[src/rtl/linebuf_pkg.sv]
// Shared types and constants for the row-delay line-buffer sequencer.
package linebuf_pkg;

  typedef enum logic [2:0] {
    IDLE,
    CLR,
    FILL,
    GAP,
    STREAM
  } state_t;

  // Edges from pixel acceptance to the registered window pair.
  localparam int unsigned PIPE_LAT = 2;

endpackage

[src/rtl/linebuf_pos_cnt.sv]
// Raster position counters: column wraps at width-1 and advances the row.
module linebuf_pos_cnt
  import linebuf_pkg::*;
#(
  parameter int ADD_WIDTH = 4
) (
  input  logic                 clk,
  input  logic                 rst,
  input  logic                 clr,
  input  logic                 inc,
  input  logic [ADD_WIDTH-1:0] width,
  input  logic [ADD_WIDTH-1:0] height,
  output logic [ADD_WIDTH-1:0] col,
  output logic [ADD_WIDTH-1:0] row,
  output logic                 last_col,
  output logic                 last_row
);

  assign last_col = (col == width - ADD_WIDTH'(1));
  assign last_row = (row == height - ADD_WIDTH'(1));

  always_ff @(posedge clk) begin
    if (rst || clr) begin
      col <= '0;
      row <= '0;
    end else if (inc) begin
      if (last_col) begin
        col <= '0;
        row <= row + ADD_WIDTH'(1);
      end else begin
        col <= col + ADD_WIDTH'(1);
      end
    end
  end

endmodule

[src/rtl/linebuf_fifo_ctrl.sv]
// Row-delay FIFO sequencer emitting (current, row-above) pixel pairs.
// Define LINEBUF_TOP_PAD_EN to also emit row-0 pairs with a zero upper pixel.
module linebuf_fifo_ctrl
  import linebuf_pkg::*;
#(
  parameter int DATA_WIDTH = 16,
  parameter int FIFO_SIZE  = 10,
  parameter int ADD_WIDTH  = 4
) (
  input  logic                  clk,
  input  logic                  rst,
  input  logic                  start,
  input  logic [ADD_WIDTH-1:0]  ifm_width,
  input  logic [ADD_WIDTH-1:0]  ifm_height,
  input  logic                  pix_valid,
  input  logic [DATA_WIDTH-1:0] pix_data,
  output logic                  pix_ready,
  output logic                  fifo_wr_en,
  output logic                  fifo_wr_inc,
  output logic                  fifo_wr_clr,
  output logic                  fifo_rd_en,
  output logic                  fifo_rd_inc,
  output logic                  fifo_rd_clr,
  output logic [DATA_WIDTH-1:0] fifo_din,
  input  logic [DATA_WIDTH-1:0] fifo_dout,
  output logic                  win_valid,
  output logic [DATA_WIDTH-1:0] win_cur,
  output logic [DATA_WIDTH-1:0] win_up,
  output logic [ADD_WIDTH-1:0]  win_col,
  output logic [ADD_WIDTH-1:0]  win_row,
  output logic                  done,
  output logic                  cfg_err
);

`ifdef LINEBUF_TOP_PAD_EN
  localparam logic PAD_EN = 1'b1;
`else
  localparam logic PAD_EN = 1'b0;
`endif

  state_t                              state;
  logic [ADD_WIDTH-1:0]                w_q, h_q, col, row;
  logic                                last_col, last_row, accept, cfg_ok;
  logic [PIPE_LAT-1:0]                 p_val, p_pad, p_last;
  logic [PIPE_LAT-1:0][DATA_WIDTH-1:0] p_data;
  logic [PIPE_LAT-1:0][ADD_WIDTH-1:0]  p_col, p_row;

  assign accept      = pix_valid & pix_ready;
  assign cfg_ok      = (ifm_width != '0) && (int'(ifm_width) <= FIFO_SIZE) && (ifm_height != '0);
  assign fifo_wr_inc = fifo_wr_en;
  assign fifo_rd_inc = fifo_rd_en;
  assign fifo_din    = p_data[0];

  linebuf_pos_cnt #(.ADD_WIDTH(ADD_WIDTH)) u_pos (
    .clk      (clk),
    .rst      (rst),
    .clr      (state == CLR),
    .inc      (accept),
    .width    (w_q),
    .height   (h_q),
    .col      (col),
    .row      (row),
    .last_col (last_col),
    .last_row (last_row)
  );

  always_ff @(posedge clk) begin
    if (rst) begin
      state       <= IDLE;
      w_q         <= '0;
      h_q         <= '0;
      pix_ready   <= 1'b0;
      fifo_wr_en  <= 1'b0;
      fifo_rd_en  <= 1'b0;
      fifo_wr_clr <= 1'b1;
      fifo_rd_clr <= 1'b1;
      cfg_err     <= 1'b0;
    end else begin
      fifo_wr_en  <= 1'b0;
      fifo_rd_en  <= 1'b0;
      fifo_wr_clr <= 1'b0;
      fifo_rd_clr <= 1'b0;
      cfg_err     <= 1'b0;
      case (state)
        IDLE: begin
          if (start) begin
            if (cfg_ok) begin
              w_q         <= ifm_width;
              h_q         <= ifm_height;
              fifo_wr_clr <= 1'b1;
              fifo_rd_clr <= 1'b1;
              state       <= CLR;
            end else begin
              cfg_err <= 1'b1;
            end
          end
        end
        CLR: begin
          pix_ready <= 1'b1;
          state     <= FILL;
        end
        FILL, STREAM: begin
          if (accept) begin
            fifo_wr_en <= 1'b1;
            fifo_rd_en <= (state == STREAM);
            if (last_col) begin
              pix_ready <= 1'b0;
              state     <= last_row ? IDLE : GAP;
            end
          end
        end
        GAP: begin
          // The row's last write lands during GAP, so rewinding both pointers
          // one cycle later cannot collide with an enable.
          fifo_wr_clr <= 1'b1;
          fifo_rd_clr <= 1'b1;
          pix_ready   <= 1'b1;
          state       <= STREAM;
        end
        default: begin
          pix_ready <= 1'b0;
          state     <= IDLE;
        end
      endcase
    end
  end

  always_ff @(posedge clk) begin
    if (rst) begin
      p_val     <= '0;
      p_pad     <= '0;
      p_last    <= '0;
      p_data    <= '0;
      p_col     <= '0;
      p_row     <= '0;
      win_valid <= 1'b0;
      win_cur   <= '0;
      win_up    <= '0;
      win_col   <= '0;
      win_row   <= '0;
      done      <= 1'b0;
    end else begin
      p_val                  <= {p_val[PIPE_LAT-2:0], accept & ((state == STREAM) | PAD_EN)};
      p_pad[PIPE_LAT-1:1]    <= p_pad[PIPE_LAT-2:0];
      p_last[PIPE_LAT-1:1]   <= p_last[PIPE_LAT-2:0];
      p_data[PIPE_LAT-1:1]   <= p_data[PIPE_LAT-2:0];
      p_col[PIPE_LAT-1:1]    <= p_col[PIPE_LAT-2:0];
      p_row[PIPE_LAT-1:1]    <= p_row[PIPE_LAT-2:0];
      // Stage 0 data doubles as fifo_din, so it only moves on acceptance.
      if (accept) begin
        p_data[0] <= pix_data;
        p_pad[0]  <= (state == FILL);
        p_last[0] <= last_col & last_row;
        p_col[0]  <= col;
        p_row[0]  <= row;
      end
      win_valid <= p_val[PIPE_LAT-1];
      win_cur   <= p_data[PIPE_LAT-1];
      win_up    <= p_pad[PIPE_LAT-1] ? '0 : fifo_dout;
      win_col   <= p_col[PIPE_LAT-1];
      win_row   <= p_row[PIPE_LAT-1];
      done      <= p_val[PIPE_LAT-1] & p_last[PIPE_LAT-1];
    end
  end

endmodule

[config.mk]
export PLATFORM = sky130hd
export DESIGN_NAME = linebuf_fifo_ctrl
export DESIGN_NICKNAME = d
export VERILOG_FILES = /design/src/rtl/linebuf_pkg.sv /design/src/rtl/linebuf_pos_cnt.sv /design/src/rtl/linebuf_fifo_ctrl.sv
export SDC_FILE = /design/constraint.sdc
export NUM_CORES = 1
export LEC_CHECK = 0
export BUFFER_PORTS_ARGS = -buffer_cell sky130_fd_sc_hd__buf_4
export CORE_MARGIN = 3
export CORE_UTILIZATION = 51
export CTS_CLUSTER_SIZE = 12
export DETAILED_ROUTE_END_ITERATION = 10
export PLACE_DENSITY_LB_ADDON = 0.15
export SLEW_MARGIN = 20
export SYNTH_ARGS = -nofsm -noshare
export SYNTH_HDL_FRONTEND = slang
export SYNTH_SLANG_ARGS = --single-unit
export TNS_END_PERCENT = 5
[constraint.sdc]
create_clock -name clk -period 2.3 [get_ports clk]
set_clock_uncertainty 0.05 [all_clocks]
set_input_delay 0.46 -clock clk [delete_from_list [all_inputs] [get_ports clk]]
set_output_delay 0.46 -clock clk [all_outputs]
set_load 0.01 [all_outputs]
**Word level (Yosys, flattened, before mapping)**

Index checks and enable logic that the tools add are counted.

- Register bits: 120
- Bits of input ports: 44
- Logic and storage cells: 81

- $add $sub $neg: 4
- Order comparisons: 1
- Eq/ne operators: 10
- Multiplexer cells: 15
- Bitwise logic cells: 8
- Reduce and logical (&&, ||, !) cells: 16

Operators by type and width:

| cell | count |
|---|---|
| $mux W3 | 4 |
| $pmux W3 S4 | 1 |
| $add A4 B1 Y4 const B | 2 |
| $eq A4 B4 Y1 | 2 |
| $ne A2 B2 Y1 const B | 4 |
| $reduce_bool A4 Y1 | 2 |
| $reduce_or A2 Y1 | 4 |
| $sub A4 B1 Y4 const B | 2 |
| $eq A3 B2 Y1 const B | 2 |
| $mux W1 | 6 |
| $reduce_and A3 Y1 | 2 |
| $reduce_or A3 Y1 | 2 |
| $and A1 B1 Y1 | 4 |
| $le A4 B4 Y1 const B | 1 |
| $mux W4 | 1 |
| $not A1 Y1 | 4 |
| $reduce_and A4 Y1 | 1 |
| $eq A3 B1 Y1 const B | 1 |
| $eq A3 B3 Y1 const B | 1 |
| $logic_not A3 Y1 | 1 |
| $pmux W1 S3 | 1 |
| $logic_and A1 B1 Y1 | 2 |
| $mux W2 | 1 |
| $pmux W1 S2 | 1 |
| other kinds (2) | 2 |

**Logic depth before layout (Yosys ltp)**

Gate-level depths: netlist (run 1).

- Depth after elaboration: 6
- Depth in mapped cells: 7

**Cells and area by module**

Synthesis (run 1) repeated with hierarchy kept, for this count alone.

- Cells, all modules: 423
- Area, all modules: 4,234.1 um^2

Modules (own cells, without submodules):

| module | instances | cells each | area each (um^2) | sequential area each (um^2) |
|---|---|---|---|---|
| linebuf_fifo_ctrl | 1 | 356 | 3,622.2 | 2,242.2 |
| linebuf_pos_cnt | 1 | 67 | 611.8 | 160.2 |

**Worst setup path before layout (run 1)**

OpenSTA, ideal clock, no wires.

- Kind: flip-flop to flip-flop
- From: register w_q[0]
- To: register u_pos.row[3]
- Library setup time: 0.070 ns
- Arrival: 1.716 ns
- Setup slack: 0.464 ns
- Stages on the path, launching flop included: 8
- Buffers on the path: 0
- Period minus slack after synthesis: 1.836 ns
- Path through: dfxtp_1 inv_1 ha_1 xor3_2 nor3_4 nand3_4 or3_1 a21oi_1

- Cells in the longest elaborated chain, start to end: 3

RTL lines:

| what | RTL line | RTL |
|---|---|---|
| start: declaration | linebuf_fifo_ctrl.sv:42 | `logic [ADD_WIDTH-1:0] w_q, h_q, col, row;` |
| start signal: assignment | linebuf_fifo_ctrl.sv:88 | `w_q <= ifm_width;` |
| $sub A4 B1 Y4 | linebuf_pos_cnt.sv:19 | `assign last_col = (col == width - ADD_WIDTH'(1));` |
| $eq A4 B4 Y1 | linebuf_pos_cnt.sv:19 |  |
| $reduce_and A2 Y1 (no line) | -- |  |
| end signal: assignment | linebuf_pos_cnt.sv:29 | `row <= row + ADD_WIDTH'(1);` |
| end: declaration | linebuf_pos_cnt.sv:14 | `output logic [ADD_WIDTH-1:0] row,` |

No other way between the ends.
A chain may end at the register's enable or synchronous reset.

**Worst setup path after layout (run 1)**

Same ends and word-level chain as after synthesis.

==> results of run 1 <==
final cells by class:
cell class                 instances  share of cell area, %
clock inverter                    14                  2.785
tap                               99                  2.317
sequential                       120                  44.93
timing repair buffer             114                  16.01
clock buffer                      18                  8.004
inverter                           4                 0.2808
multi-input combinational        202                  25.67
path summary, 6_finish.rpt:
check | startpoint | end | slack (ns) | cells past startpoint
setup / recovery | w_q[0] | u_pos.row[3] | 0.29 | 7
hold / removal | fifo_dout[0] | win_up[0] | 0.10 | 2
hold reg to reg | p_last[1] | done | 0.38 | 1
setup reg to reg | w_q[0] | u_pos.row[3] | 0.29 | 7
critical path, delay by kind of cell, from the launching register on:
kind | cells | cell delay, ns
AND/OR/NAND/NOR | 3 | 0.84
buffers and inverters | 1 | 0.06
flip-flops | 1 | 0.38
AO/OA/AOI/OAI | 1 | 0.15
XOR/XNOR | 1 | 0.16
adder cells (fa/ha/maj) | 1 | 0.30
cell families (layout without fill, tap and decap cells):
family / after synthesis / count (layout) / synth area share [%]
buffers and inverters: 40 / 150 / 5.611
AO/OA/AOI/OAI: 43 / 43 / 8.182
XOR/XNOR: 15 / 15 / 3.699
flip-flops: 120 / 120 / 60.19
adder cells (fa/ha/maj): 4 / 4 / 1.254
multiplexers: 9 / 9 / 2.257
AND/OR/NAND/NOR: 131 / 131 / 18.81
layer usage:
| layer | vias up | part of all wire [%] | GRT usage, % |
|---|---|---|---|
| met4 | 0 | 1.0 | 8.053 |
| met2 | 88 | 47 | 27.96 |
| met1 | 1230 | 44 | 21.27 |
| met5 | - | 0 | 0 |
| li1 | 1385 | - | - |
| met3 | 9 | 7.8 | 7.331 |
power groups by stage:
stage               Sequential [mW]  Combinational, mW  Clock (mW)
global route                   2.43              0.996        2.65
global placement               2.44              0.877           0
detailed placement             2.45              0.895           0
floorplan                      2.45              0.625           0
finish                         2.41              0.896        2.50
CTS                            2.41              0.904        2.55
per-stage QoR:
stage | power, mW | util, % | worst slack, ns
2_1_floorplan | 3.073 | - | 0.4643
3_3_place_gp | 3.320 | 64.31 | 0.3586
3_5_place_dp | 3.347 | 64.31 | 0.2813
4_1_cts | 5.861 | 72.10 | 0.2663
5_1_grt | 6.074 | 72.17 | 0.1470
6_report | 5.803 | 72.17 | 0.2885
cell usage after synthesis, types with 2 or more instances:
master / n
inv_1: 4
clkbuf_1: 12
o22a_1: 22
nand4_1: 3
mux2i_1: 9
nand2b_1: 3
a211oi_1: 2
ha_1: 4
nor2_1: 19
xor2_1: 9
or2_2: 2
buf_2: 2
dfxtp_1: 120
nand3_1: 2
xnor2_1: 5
nor3_1: 9
nand2_1: 12
and2_1: 19
a21oi_1: 11
buf_4: 19
or3_1: 2
nor4_1: 2
buf_1: 3
nor2b_1: 54
flip-flops by register name, summed over array words and instances (netlist names), 8 cells and up:
register and count:
win_cur 16, win_up 16, fifo_din 16, p_row 8, p_col 8, p_data 16
layout by cell type, fill, tap and decap left out, types with 3 or more instances in the layout:
cell	instances
a21oi_1	11
and2_1	19
buf_4	114
clkbuf_16	16
clkinv_2	3
clkinv_4	3
clkinvlp_4	4
dfxtp_1	120
ha_1	4
inv_1	4
mux2i_1	9
nand2_1	12
nand2b_1	3
nand4_1	3
nor2_1	18
nor2b_1	54
nor3_1	9
o22a_1	22
xnor2_1	5
xor2_1	9
==> out/qor.csv, run 1 <==
metric,value,unit
via count,2712,
footprint of the multi-input gates,1373,um2
P per Cell Area,1085,nW/um2
"Max stage delay cell, worst path",or3_1,
GRT overflow,0,
via/cell ratio,4.750,
CTS root buffer,clkbuf_8,
PostCTS Resize Cnt,0,
Sequential Power Share,41.5,%
sequential cell area,2402,um2
H-tree depth,4,
"Avg Cell Area, Syn",11.03,um2
synth warn,0,
pin count of the biggest net entering global routing,31,
Slew Limit Fails,0,
drt total wl,7.595,mm
worst min path class,input pin to flop,
register area share after synthesis,60.19,%
Synth Instances,362,
Clock Power Share,43.0,%
Inserted Diodes,0,
Worst Tran Pin Value,0.7178,ns
Mapped Area,3991,um2
Syn Nets,410,
worst-path maximum fanout,8,
hpwl dp,5.124,mm
Layout Cells excl Fill,571,
Syn-to-layout area delta,33.95,%
final RePlAce weighted congestion,0.8124,
TritonCTS clock tree,built,
Logic pwr share,15.4,%
Core Box Area,7408,um2
WS Path Type,flop to flop,
Fmax,497.1,MHz
largest vdd supply drop,553.2,uV
die extent in y,94.47,um
vias in the first global route,2533,
top_reg_cell synth,dfxtp_1,
Hold Slack,0.1007,ns
Site Rows,31,
num ports,110,
IO Port Bufs,109,
clock buffer depth,2,
P_sw,1.485,mW
Post-synth EDFFs,0,
drt wl/cell,13.30,um
initial core utilization,53.88,%
CP Cell Sequence,inv_1 -> ha_1 -> xnor2_1 -> nor3_4 -> nand3_4 -> or3_1 -> a21oi_1,
post-synth top area cell,dfxtp_1,
TritonCTS Buffers,17,
setup TNS,0,ns
DRC viols,0,
P_leak,2.348,nW
largest stage delay on the critical path,0.40,ns
Area after DPL,4765,um2
die area,8924,um2
outcome,finished clean,
DP Cell Count,539,
Num Clock Sinks,120,
share of the synthesized area in the top cell type,60.19,%
initial antenna violation count,0,
Yosys reg bits,120,
Routed Antenna Nets,0,
Worst EP required,2.69,ns
CP arrival,2.40,ns
Max Cap Violations,0,
asr flop ratio synth,0,%
total track usage,17.76,%
Post-CTS Hold Buffers,0,
Slew headroom,51.97,%
Hold Fails Final Rpt,0,
Worst-Skew Late Latency,0.51,ns
first-pass GRT wire length,12.02,mm
switch share,25.58,%
internal power,4.318,mW
final setup fails,0,
fin crit share,87.46,%
"Setup Fix Bufs, Post-CTS",0,
RSZ-0062 raised after global routing,false,
die width,94.47,um
Layout fillers,537,
Worst Setup End Kind,flop,
share of cells above drive strength 1,32.42,%
Startpoint Class,flop,
Clock transition at path regs,0.06,ns
DRT Pass-1 Iters,4,
final instance area,5346,um2
NumNets Final,507,
Yosys cell types,37,
initial drt markers,75,
min cycle time layout,2.012,ns
top post-synthesis cells by area,"dfxtp_1 60%, nor2b_1 8.5%, o22a_1 4.8%",
Power figures use the tool's default switching activity.
==> run 2: changes to the inputs <==
GPL_TIMING_DRIVEN = 0   (was not set)
==> out/qor.csv, run 2 (synthesis gave the netlist of run 1 again) <==
metric,value,unit,change
first-pass GRT wire length,13.10,mm,+9.0%
via/cell ratio,4.802,,+1.1%
TritonCTS clock tree,built,,
"Max stage delay cell, worst path",or3_1,,
met2 Use GR,31.74,%,+3.8 points
Hold Crit Endpoint,win_up[13],,
share of cells above drive strength 1,33.07,%,+0.65 points
DRC viols,0,,unchanged
R2R depth,7,,unchanged
worst-path maximum fanout,4,,-4
drt total wl,8.177,mm,+7.7%
initial drt markers,60,,-20%
min-delay src,fifo_dout[13],,
P per Cell Area,1084,nW/um2,-0.15%
total track usage,19.35,%,+1.6 points
Sequential Power Share,40.2,%,-1.3 points
TritonCTS Buffers,17,,unchanged
largest vdd supply drop,617.8,uV,+12%
initial core utilization,53.88,%,unchanged
Hold Fails Final Rpt,0,,unchanged
P_leak,2.453,nW,+4.5%
worst min path class,input pin to flop,,
Clock Power Share,43.2,%,+0.2 points
Site Rows,31,,unchanged
largest stage delay on the critical path,0.41,ns,about the same
met3 Use GR,5.976,%,-1.4 points
final instance area,5518,um2,+3.2%
Worst setup startpoint,w_q[0],,
most frequent cells in the layout,"127 x buf_4, 120 x dfxtp_1, 54 x nor2b_1, 22 x o22a_1",,
Clock transition at path regs,0.06,ns,about the same
Worst-Skew Late Latency,0.52,ns,about the same
Worst EP required,2.69,ns,about the same
Post-CTS Hold Buffers,0,,unchanged
Worst Setup End Kind,flop,,
die width,94.47,um,unchanged
Num Clock Sinks,120,,unchanged
min cycle time layout,2.048,ns,+0.03667 ns
die extent in y,94.47,um,unchanged
switch share,25.38,%,-0.20 points
Worst Tran Pin Value,0.5391,ns,-0.1788 ns
Startpoint Class,flop,,
Max Cap Violations,0,,unchanged
WS Path Type,flop to flop,,
Min-Delay Path Depth,2,,unchanged
final RePlAce weighted congestion,0.8005,,-1.5%
"reg-to-reg slack, setup",0.25,ns,-0.04 ns
CTS root buffer,clkbuf_8,,
via count,2886,,+6.4%
H-tree depth,4,,unchanged
Inserted Diodes,0,,unchanged
drt wl/cell,13.61,um,+2.3%
hpwl dp,5.633,mm,+9.9%
PostCTS Resize Cnt,0,,unchanged
vias in the first global route,2785,,+9.9%
Core Box Area,7408,um2,unchanged
internal power,4.462,mW,+3.3%
setup TNS,0,ns,unchanged
DRT Pass-1 Iters,4,,unchanged
IO Port Bufs,108,,-0.92%
final setup fails,0,,unchanged
fin crit share,89.05,%,+1.6 points
CP arrival,2.44,ns,+0.04 ns
GRT overflow,0,,unchanged
outcome,finished clean,,
num ports,110,,unchanged
Area after DPL,4926,um2,+3.4%
Logic pwr share,16.5,%,+1.1 points
"most common cell after layout, fill and taps aside",buf_4,,
NumNets Final,537,,+5.9%
"Setup Fix Bufs, Post-CTS",0,,unchanged
global routing usage on met1,22.72,%,+1.5 points
Fmax,488.2,MHz,-1.8%
clock buffer depth,2,,unchanged
initial antenna violation count,0,,unchanged
Slew Limit Fails,0,,unchanged
pin count of the biggest net entering global routing,17,,-45%
reg-to-reg startpoint,w_q[0],,
Slew headroom,64.06,%,+12 points
Syn-to-layout area delta,38.24,%,
setup slack after layout,0.2518,ns,-0.03667 ns
die area,8924,um2,unchanged
RR Endpoint,p_last[0],,
grt peak-use layer,met2,,
RSZ-0062 raised after global routing,false,,
DP Worst Slack,0.1820,ns,-0.09927 ns
CP Cell Sequence,inv_1 -> ha_1 -> xnor2_1 -> nor3_4 -> nand2_1 -> or3_1 -> a21oi_1,,
P_sw,1.518,mW,+2.2%
Routed Antenna Nets,0,,unchanged
[run 2: changes by cell type in the layout (fill, tap and decap cells not counted)]
cell and change:
clkinv_2 -1, clkbuf_1 +13, nor2_1 +1, buf_1 +3, bufinv_16 +1, nor2_4 -1, clkbuf_8 -1, buf_4 +13
buf_2 +2
[run 2: power by group through the flow]
stage	Clock (mW)	Combinational [mW]	Sequential [mW]
after floorplan	0	0.625	2.45
after CTS	2.63	0.998	2.41
after global routing	2.72	1.10	2.43
after global placement	0	0.958	2.44
after detailed placement	0	0.986	2.45
final	2.58	0.989	2.41
[run 2: layout make-up]
type,count,area [um2]
Buffer,36,209.0
Clock buffer,18,417.9
Clock inverter,14,173.9
Fill cell,513,1891
Inverter,4,15.01
Multi-Input combinational cell,202,1365
Sequential cell,120,2402
Tap cell,99,123.9
Timing Repair Buffer,108,810.8
[run 2: stage by stage]
stage	utilization [%]	power, mW	hold slack [ns]	instances
finish	74.48	5.980	0.09774	601
global placement	66.49	3.395	0.3648	569
global route	74.48	6.249	0.08257	601
CTS	74.48	6.032	0.07027	601
detailed placement	66.49	3.433	0.3704	569
floorplan	-	3.073	0.3557	362
[run 2: worst max path at each step]
stage	endpoint	slack (ns)	cells past startpoint
6_report	p_last[0]	0.25	7
5_1_grt	p_last[0]	0.16	7
4_1_cts	p_last[0]	0.25	7
3_5_place_dp	h_q[0]	0.18	7
3_3_place_gp	w_q[2]	0.25	7
2_1_floorplan	u_pos.row[3]	0.46	7
[run 2: per-layer routing]
| layer | up-vias | wire length [um] |
|---|---|---|
| li1 | 1444 | - |
| met4 | 0 | 148 |
| met5 | - | 0 |
| met3 | 18 | 615 |
| met1 | 1324 | 3471 |
| met2 | 100 | 3941 |
[run 2: critical path: cells and delay by family, from the launching register on]
family | cells | cell delay, ns
AND/OR/NAND/NOR | 3 | 0.88
flip-flops | 1 | 0.39
adder cells (fa/ha/maj) | 1 | 0.30
XOR/XNOR | 1 | 0.16
AO/OA/AOI/OAI | 1 | 0.14
buffers and inverters | 1 | 0.06
==> run 3: changes to the inputs <==
PLACE_DENSITY = 0.78   (was not set)
PLACE_DENSITY_LB_ADDON = not set   (was 0.15)
==> out/qor.csv, run 3 (synthesis gave the netlist of run 1 again) <==
metric,value,unit,change
die extent in y,94.47,um,unchanged
Min-Delay Path Depth,2,,unchanged
switch share,24.95,%,-0.43 points
reg-to-reg startpoint,w_q[0],,
"Setup Fix Bufs, Post-CTS",0,,unchanged
outcome,finished clean,,
Site Rows,31,,unchanged
P per Cell Area,1100,nW/um2,+1.5%
M1 WL,3.329,mm,-4.1%
Sequential Power Share,39.5,%,-0.7 points
fin crit share,88.38,%,-0.67 points
Syn-to-layout area delta,38.87,%,
internal power,4.574,mW,+2.5%
Worst Setup End Kind,flop,,
PostCTS Resize Cnt,0,,unchanged
CP arrival,2.42,ns,-0.02 ns
TritonCTS clock tree,built,,
Area after DPL,4926,um2,unchanged
total track usage,19.21,%,-0.14 points
most frequent cells in the layout,"127 x buf_4, 120 x dfxtp_1, 54 x nor2b_1, 22 x o22a_1",,
initial antenna violation count,0,,unchanged
NumNets Final,537,,unchanged
Logic pwr share,16.2,%,-0.3 points
Worst-Skew Late Latency,0.51,ns,about the same
TritonCTS Buffers,17,,unchanged
Startpoint Class,flop,,
min cycle time layout,2.033,ns,-0.01543 ns
worst min path class,input pin to flop,,
H-tree depth,4,,unchanged
Worst EP required,2.68,ns,about the same
RSZ-0062 raised after global routing,false,,
pin count of the biggest net entering global routing,17,,unchanged
Inserted Diodes,0,,unchanged
setup TNS,0,ns,unchanged
DRT Pass-1 Iters,6,,+2
GRT overflow,0,,unchanged
vias in the first global route,2770,,-0.54%
"most common cell after layout, fill and taps aside",buf_4,,
Post-CTS Hold Buffers,0,,unchanged
WS Path Type,flop to flop,,
final RePlAce weighted congestion,0.7868,,-1.7%
"reg-to-reg slack, setup",0.27,ns,+0.02 ns
die width,94.47,um,unchanged
Core Box Area,7408,um2,unchanged
Worst Tran Pin Value,0.5506,ns,+0.01158 ns
IO Port Bufs,108,,unchanged
drt total wl,8.169,mm,about the same
Num Clock Sinks,120,,unchanged
P_leak,2.463,nW,+0.42%
Layout fillers,493,,-3.9%
num ports,110,,unchanged
die area,8924,um2,unchanged
Max Cap Violations,0,,unchanged
Fmax,491.9,MHz,+0.76%
Clock transition at path regs,0.06,ns,about the same
Routed Antenna Nets,0,,unchanged
first-pass GRT wire length,13.08,mm,-0.21%
hpwl dp,5.687,mm,+0.95%
share of cells above drive strength 1,33.07,%,unchanged
R2R depth,7,,unchanged
Clock Power Share,44.3,%,+1.1 points
min-delay src,fifo_dout[4],,
CTS root buffer,clkbuf_8,,
RR Endpoint,p_last[0],,
Slew Limit Fails,0,,unchanged
Hold Fails Final Rpt,0,,unchanged
final setup fails,0,,unchanged
initial core utilization,53.88,%,unchanged
clock buffer depth,2,,unchanged
Met2 Wirelength,4.144,mm,+5.2%
final instance area,5543,um2,+0.45%
DR top layer,met4,,
Slew headroom,63.29,%,-0.77 points
DRC viols,0,,unchanged
initial drt markers,73,,+22%
worst-path maximum fanout,4,,unchanged
drt wl/cell,13.59,um,about the same
via count,2880,,-0.21%
via/cell ratio,4.792,,-0.21%
P_sw,1.520,mW,+0.17%
met3 wire len,541,um,-12%
Hold Slack,0.1031,ns,+0.005345 ns
largest vdd supply drop,707.2,uV,+14%
Hold Crit Endpoint,win_up[4],,
==> run 3: power by group through the flow <==
| stage | registers [mW] | logic [mW] | clock network [mW] |
|---|---|---|---|
| after floorplan | 2.45 | 0.625 | 0 |
| after global placement | 2.44 | 0.958 | 0 |
| after detailed placement | 2.45 | 0.986 | 0 |
| after CTS | 2.41 | 0.996 | 2.74 |
| after global routing | 2.43 | 1.10 | 2.84 |
| final | 2.41 | 0.986 | 2.70 |
==> run 3: cell type report <==
cell class | instances | area, um2 | share of cell area, %
Multi-Input combinational cell | 202 | 1365 | 24.63
Buffer | 36 | 209.0 | 3.770
Timing Repair Buffer | 108 | 810.8 | 14.63
Clock buffer | 18 | 417.9 | 7.540
Sequential cell | 120 | 2402 | 43.34
Tap cell | 99 | 123.9 | 2.235
Clock inverter | 14 | 198.9 | 3.589
Inverter | 4 | 15.01 | 0.2709
==> run 3: metal layers <==
layer	track usage, %	vias up
li1	-	1440
met1	21.18	1338
met2	33.45	86
met3	6.614	16
met4	8.413	0
met5	0	-
==> run 3: worst max-delay path, cell delays in order (launching register included) <==
cell	delay, ns
dfxtp_1	0.40
inv_1	0.07
ha_1	0.31
xnor2_1	0.16
nor3_4	0.28
nand2_1	0.17
or3_1	0.39
a21oi_1	0.14
==> run 3: worst max path at each step <==
stage                       startpoint            to  slack, ns  cells past startpoint
after CTS                       w_q[0]     p_last[0]       0.26                      7
after floorplan                 w_q[0]  u_pos.row[3]       0.46                      7
after detailed placement  ifm_width[1]        h_q[3]       0.21                      7
after global routing            w_q[0]     p_last[0]       0.14                      7
after global placement    ifm_width[1]        w_q[2]       0.27                      7
final                           w_q[0]     p_last[0]       0.27                      7
==> run 3: stage by stage <==
| step | power, mW | setup WS [ns] | util (%) | instances |
|---|---|---|---|---|
| after global routing | 6.368 | 0.1352 | 74.82 | 601 |
| after CTS | 6.144 | 0.2562 | 74.82 | 601 |
| final | 6.094 | 0.2672 | 74.82 | 601 |
| after detailed placement | 3.434 | 0.2112 | 66.49 | 569 |
| after global placement | 3.397 | 0.2703 | 66.49 | 569 |
| after floorplan | 3.073 | 0.4643 | - | 362 |
